--- src/rtl/serial_mag_cmp_ctrl.sv ---
// Serial unsigned magnitude comparator: walks both operands MSB-first, two bits
// per cycle, through one shared 2-bit slice and stops at the first differing slice.
module serial_mag_cmp_ctrl #(
  parameter int W = 8
) (
  input  logic                        clk,
  input  logic                        reset,
  input  logic                        start,
  input  logic [W-1:0]                a,
  input  logic [W-1:0]                b,
  output logic                        ready,
  output logic                        done,
  output logic                        gt,
  output logic                        eq,
  output logic                        lt,
  output logic [$clog2(W/2+1)-1:0]    slices,
  output logic [1:0]                  dbg_state
);

  localparam int NS = W / 2;
  localparam int SW = $clog2(NS + 1);

  typedef enum logic [1:0] {
    S_IDLE = 2'd0,
    S_RUN  = 2'd1,
    S_DONE = 2'd2
  } state_t;

  state_t        r_state;
  state_t        w_next;
  logic [W-1:0]  r_sa;
  logic [W-1:0]  r_sb;
  logic [SW-1:0] r_idx;
  logic [SW-1:0] r_slices;
  logic          r_gt;
  logic          r_eq;
  logic          r_lt;

  logic [1:0]    w_ta;
  logic [1:0]    w_tb;
  logic          w_sgt;
  logic          w_seq;
  logic          w_last;

  // The one shared slice comparator, always looking at the current top slice.
  assign w_ta   = r_sa[W-1:W-2];
  assign w_tb   = r_sb[W-1:W-2];
  assign w_sgt  = (w_ta > w_tb);
  assign w_seq  = (w_ta == w_tb);
  assign w_last = (r_idx == '0);

  always_ff @(posedge clk) begin
    if (reset) r_state <= S_IDLE;
    else       r_state <= w_next;
  end

  always_comb begin
    w_next = r_state;
    case (r_state)
      S_IDLE:  if (start) w_next = S_RUN;
      S_RUN:   if (!w_seq || w_last) w_next = S_DONE;
      S_DONE:  w_next = S_IDLE;
      default: w_next = S_IDLE;
    endcase
  end

  // Result flags are only written on accept (cleared) and on the deciding RUN cycle.
  always_ff @(posedge clk) begin
    if (reset) begin
      r_sa     <= '0;
      r_sb     <= '0;
      r_idx    <= '0;
      r_slices <= '0;
      r_gt     <= 1'b0;
      r_eq     <= 1'b0;
      r_lt     <= 1'b0;
    end else begin
      case (r_state)
        S_IDLE: begin
          if (start) begin
            r_sa     <= a;
            r_sb     <= b;
            r_idx    <= SW'(NS - 1);
            r_slices <= '0;
            r_gt     <= 1'b0;
            r_eq     <= 1'b0;
            r_lt     <= 1'b0;
          end
        end
        S_RUN: begin
          r_slices <= SW'(NS) - r_idx;
          if (w_sgt) begin
            r_gt <= 1'b1;
          end else if (w_seq) begin
            if (w_last) begin
              r_eq <= 1'b1;
            end else begin
              r_sa  <= r_sa << 2;
              r_sb  <= r_sb << 2;
              r_idx <= r_idx - 1'b1;
            end
          end else begin
            r_lt <= 1'b1;
          end
        end
        default: ;
      endcase
    end
  end

  assign ready     = (r_state == S_IDLE);
  assign done      = (r_state == S_DONE);
  assign gt        = r_gt;
  assign eq        = r_eq;
  assign lt        = r_lt;
  assign slices    = r_slices;
  assign dbg_state = r_state;

endmodule

--- config.mk ---
export PLATFORM = sky130hd
export DESIGN_NAME = serial_mag_cmp_ctrl
export DESIGN_NICKNAME = d
export VERILOG_FILES = /design/src/rtl/serial_mag_cmp_ctrl.sv
export SDC_FILE = /design/constraint.sdc
export NUM_CORES = 1
export LEC_CHECK = 0
export ABC_CLOCK_PERIOD_IN_PS = 2600
export BUFFER_PORTS_ARGS = -buffer_cell sky130_fd_sc_hd__buf_2
export CAP_MARGIN = 20
export CORE_MARGIN = 4
export CORE_UTILIZATION = 55
export CTS_BUF_LIST = sky130_fd_sc_hd__clkbuf_2
export CTS_CLUSTER_DIAMETER = 100
export CTS_CLUSTER_SIZE = 14
export DETAILED_ROUTE_END_ITERATION = 10
export MAX_ROUTING_LAYER = met4
export PLACE_DENSITY = 0.8
export SLEW_MARGIN = 20
export SYNTH_ARGS = -nofsm -noshare
export SYNTH_HDL_FRONTEND = slang
export SYNTH_SLANG_ARGS = --single-unit
--- constraint.sdc ---
create_clock -name clk -period 2.6 [get_ports clk]
set_input_delay 0.13 -clock clk [delete_from_list [all_inputs] [get_ports clk]]
set_output_delay 0.13 -clock clk [all_outputs]
set_load 0.01 [all_outputs]
==> metrics.txt <==
# TYPE chip_impl_metric gauge
chip_impl_info{name="synthDominantAreaCellType",value="sky130_fd_sc_hd__dfxtp_1"} 1
chip_impl_metric{name="synth_nets",unit=""} 154
chip_impl_metric{name="worstMarginPinSlew",unit="ns"} 0.586
chip_impl_metric{name="finished_cell_area",unit="um^2"} 1460
chip_impl_metric{name="area.growth.synth_to_final",unit="%"} 15.0
chip_impl_info{name="hold_path.startpoint",value="a[1]"} 1
chip_impl_metric{name="cts_made_buffers",unit=""} 3
chip_impl_metric{name="holdPathStages",unit=""} 3
chip_impl_metric{name="yosys.area.top_type_share",unit="%"} 42.6
chip_impl_info{name="crit-reg2reg-launch",value="r_idx[0]$_SDFFE_PP0P_"} 1
chip_impl_metric{name="worst_hold_slack",unit="ns"} 0.00591
chip_impl_metric{name="start_util",unit="%"} 57.4
chip_impl_info{name="layout_commonest_cell",value="sky130_fd_sc_hd__buf_2"} 1
chip_impl_metric{name="yosysUniqueCellTypes",unit=""} 31
chip_impl_metric{name="slew-limit-headroom",unit="%"} 61.0
chip_impl_metric{name="globalRouteTotalUtil",unit="%"} 18.0
chip_impl_info{name="cts_tree",value="yes"} 1
chip_impl_metric{name="postSynthAreaPerCell",unit="um^2"} 9.76
chip_impl_metric{name="drc_errors",unit=""} 0
chip_impl_metric{name="grt_pass1_vias",unit=""} 1022
chip_impl_metric{name="multi_input_comb_area",unit="um^2"} 656
chip_impl_metric{name="final_layout_size_suffix_gt1_share",unit="%"} 28.9
chip_impl_metric{name="synth_sequential_area_ratio",unit="%"} 42.6
chip_impl_info{name="setup.worst_path.class",value="flop to flop"} 1
chip_impl_metric{name="number_of_antenna_violations_at_the_first_check_in_global_routing",unit=""} 0
chip_impl_metric{name="diodes",unit=""} 0
chip_impl_metric{name="timing.clock.skew",unit="ns"} 0.00312
chip_impl_metric{name="routed_via_density",unit=""} 5.43
chip_impl_metric{name="cts.repair_timing.setup_buffer_count",unit=""} 0
chip_impl_metric{name="floorplan.die.width",unit="um"} 56.0
chip_impl_metric{name="ioPinCount",unit=""} 29
chip_impl_metric{name="timing.final.setup_violations",unit=""} 0
chip_impl_metric{name="leakagePower",unit="uW"} 0.000619
chip_impl_info{name="crit_path_top_delay_cell",value="sky130_fd_sc_hd__dfxtp_1"} 1
chip_impl_metric{name="crit_path_max_incr_delay",unit="ns"} 0.44
chip_impl_metric{name="filler_cell_count",unit=""} 186
chip_impl_metric{name="worst-r2r-cell-count",unit=""} 8
chip_impl_metric{name="die_area",unit="um^2"} 3140
chip_impl_metric{name="first_iter_violations",unit=""} 14
chip_impl_metric{name="fp-row-count",unit=""} 17
chip_impl_metric{name="io_buffer_count",unit=""} 28
chip_impl_info{name="timing.rr.end",value="r_sb[7]$_SDFFE_PP0P_"} 1
chip_impl_metric{name="dp_hpwl",unit="um"} 1760
chip_impl_info{name="worst_hold_path_type",value="input port to flop"} 1
chip_impl_metric{name="fin_nets",unit=""} 184
chip_impl_metric{name="grt_pass1_wl",unit="um"} 4420
chip_impl_metric{name="insertion_delay",unit="ns"} 0.35
chip_impl_info{name="crit_path_end_kind",value="flop"} 1
chip_impl_metric{name="placeableCoreArea",unit="um^2"} 2210
chip_impl_metric{name="synthArstFlopShare",unit="%"} 0
chip_impl_metric{name="grt.overflow.total",unit=""} 0
chip_impl_metric{name="die_h",unit="um"} 56.0
chip_impl_metric{name="peakVddDrop",unit="mV"} 0.385
chip_impl_metric{name="timing.critical_path.arrival",unit="ns"} 2.27
chip_impl_metric{name="critical_path.max_fanout",unit=""} 25
chip_impl_metric{name="number_of_max_slew_violations_in_the_final_report",unit=""} 0
chip_impl_metric{name="regArea",unit="um^2"} 541
chip_impl_metric{name="ff2ff_setup_slack",unit="ns"} 0.63
chip_impl_metric{name="max_clock_freq",unit="GHz"} 0.507
chip_impl_metric{name="route.detailed.wl_per_inst",unit="um"} 12.8
chip_impl_info{name="status",value="finished clean"} 1
chip_impl_metric{name="synth.cell_area",unit="um^2"} 1270
chip_impl_info{name="cp_top_family",value="flip-flops"} 1
chip_impl_info{name="synth_top_cells_by_area",value="sky130_fd_sc_hd__dfxtp_1, sky130_fd_sc_hd__mux2i_1, sky130_fd_sc_hd__a211oi_2"} 1
chip_impl_metric{name="globalplace.congestion",unit=""} 0.793
chip_impl_metric{name="power_per_cell_area",unit="nW/um^2"} 615
chip_impl_metric{name="max_cap_viol_count",unit=""} 0
chip_impl_metric{name="setup-tns-final",unit="ns"} 0
chip_impl_metric{name="clock_tree.htree_level_count",unit=""} 1
chip_impl_metric{name="cp.buffers_inverters",unit=""} 2
chip_impl_info{name="clk_root_buffer_cell",value="sky130_fd_sc_hd__clkbuf_2"} 1
chip_impl_metric{name="postCtsResizedCells",unit=""} 0
chip_impl_metric{name="final_hold_viol_count",unit=""} 0
chip_impl_metric{name="grt_max_degree",unit=""} 29
chip_impl_metric{name="critPathRequiredTime",unit="ns"} 2.90
chip_impl_metric{name="placed_cell_area",unit="um^2"} 1410
chip_impl_metric{name="cts.sink_count",unit=""} 27
chip_impl_metric{name="dr.pass1.iters",unit=""} 4
chip_impl_metric{name="route.vias.total",unit=""} 1015
chip_impl_metric{name="layout.core_utilization",unit="%"} 66.0
chip_impl_info{name="launching_element_of_the_worst_setup_path",value="r_idx[0]$_SDFFE_PP0P_"} 1
chip_impl_metric{name="final_antenna_net_count",unit=""} 0
chip_impl_info{name="timing.hold.worst_endpoint",value="r_sa[1]$_SDFFE_PP0P_"} 1
chip_impl_metric{name="netlist_instances",unit=""} 130
chip_impl_metric{name="routed_wl",unit="um"} 2400
chip_impl_metric{name="clock_path_buffers",unit=""} 2
chip_impl_info{name="setup_repair_after_global_routing_missed_its_margin",value="no"} 1
chip_impl_metric{name="final_cycle_utilization_of_the_critical_path",unit="%"} 75.9
chip_impl_info{name="layout.cells.most_common_list",value="sky130_fd_sc_hd__buf_2, sky130_fd_sc_hd__dfxtp_1, sky130_fd_sc_hd__nor2_1, sky130_fd_sc_hd__mux2i_1, sky130_fd_sc_hd__a211oi_2"} 1
chip_impl_info{name="critical_path.most_common_cell",value="sky130_fd_sc_hd__ha_1"} 1
chip_impl_info{name="synthFlopType",value="sky130_fd_sc_hd__dfxtp_1"} 1
chip_impl_metric{name="finalCriticalPeriod",unit="ns"} 1.97
chip_impl_info{name="critical_path.cell_chain",value="inv_1 -> ha_1 -> ha_1 -> nand4b_2 -> a21oi_4 -> buf_4 -> nor2_1 -> a211oi_2"} 1
chip_impl_info{name="critical_path_start_type",value="flop"} 1
chip_impl_metric{name="yosys_warnings",unit=""} 0
chip_impl_metric{name="cts-hold-fix-buffers",unit=""} 3
chip_impl_metric{name="ys_ff_latch",unit=""} 27
chip_impl_metric{name="synth-edff-count",unit=""} 0
chip_impl_metric{name="cts.reportedPaths.clkPinSlew",unit="ns"} 0.24
-- stage by stage --
stage / total power (uW) / cells / setup WS [ns]
2_1_floorplan: 687 / 130 / 0.889
3_3_place_gp: 735 / 180 / 0.750
3_5_place_dp: 744 / 180 / 0.666
4_1_cts: 905 / 187 / 0.613
5_1_grt: 967 / 187 / 0.405
6_report: 898 / 187 / 0.626
-- per-layer routing --
metal / share of wire (%) / vias to the layer above / track usage [%]
met5: 0 / - / -
met4: 2.7 / 0 / 10.2
met3: 3.6 / 7 / 2.55
met2: 48 / 19 / 28.4
met1: 46 / 472 / 21.8
li1: - / 517 / -
-- cell families after synthesis --
kind of cell,after synthesis,share of synthesized area (%)
AOI/OAI and AO/OA,33,22.1
muxes,12,9.47
adders and majority gates,5,4.93
DFF,27,42.6
buffers and inverters,14,5.72
and+or+nand+nor,39,15.2
-- worst max path at each step --
stage,to,slack (ns),cells after the start
finish,r_sb[7]$_SDFFE_PP0P_,0.63,8
global route,r_sb[5]$_SDFFE_PP0P_,0.40,8
CTS,r_sa[6]$_SDFFE_PP0P_,0.61,8
detailed placement,r_sa[6]$_SDFFE_PP0P_,0.67,8
global placement,r_sa[5]$_SDFFE_PP0P_,0.75,8
floorplan,r_idx[0]$_SDFFE_PP0P_,0.89,8
-- report_power, final --
| group | internal (uW) | total, uW | switching, uW |
|---|---|---|---|
| clock | 40.6 | 161 | 120 |
| sequential | 459 | 488 | 29.6 |
| combinational | 111 | 248 | 137 |
| total | 610 | 898 | 287 |
-- worst min-delay path, cell delays in order --
cell,delay [ns]
sky130_fd_sc_hd__buf_2,0.08
sky130_fd_sc_hd__a22oi_1,0.06
sky130_fd_sc_hd__nor2_1,0.08
-- final cells by class --
class | instances | area share, %
tap | 28 | 2.40
clock buffer | 4 | 1.37
timing repair buffer | 33 | 12.7
sequential | 27 | 37.0
multi-input combinational | 89 | 44.9
inverter | 6 | 1.54
-- synthesized netlist by cell type (2+ instances only) --
cell type                  count
sky130_fd_sc_hd__ha_1          5
sky130_fd_sc_hd__nor3_1        2
sky130_fd_sc_hd__nor3_2        2
sky130_fd_sc_hd__buf_4         3
sky130_fd_sc_hd__nand2b_1      3
sky130_fd_sc_hd__mux2i_1      12
sky130_fd_sc_hd__nor2_1       25
sky130_fd_sc_hd__o21ai_0       2
sky130_fd_sc_hd__dfxtp_1      27
sky130_fd_sc_hd__a22oi_1       6
sky130_fd_sc_hd__clkbuf_1      2
sky130_fd_sc_hd__a211oi_1      5
sky130_fd_sc_hd__a211oi_2      8
sky130_fd_sc_hd__nor2b_1       3
sky130_fd_sc_hd__inv_1         6
sky130_fd_sc_hd__a21oi_1       4
-- flip-flops by register name, indices dropped and copies added, names as in the netlist --
name       count
gt             1
r_sb           8
eq             1
r_sa           8
dbg_state      2
lt             1
slices         3
r_idx          3
Note: power is estimated with default switching activity, not from simulation.
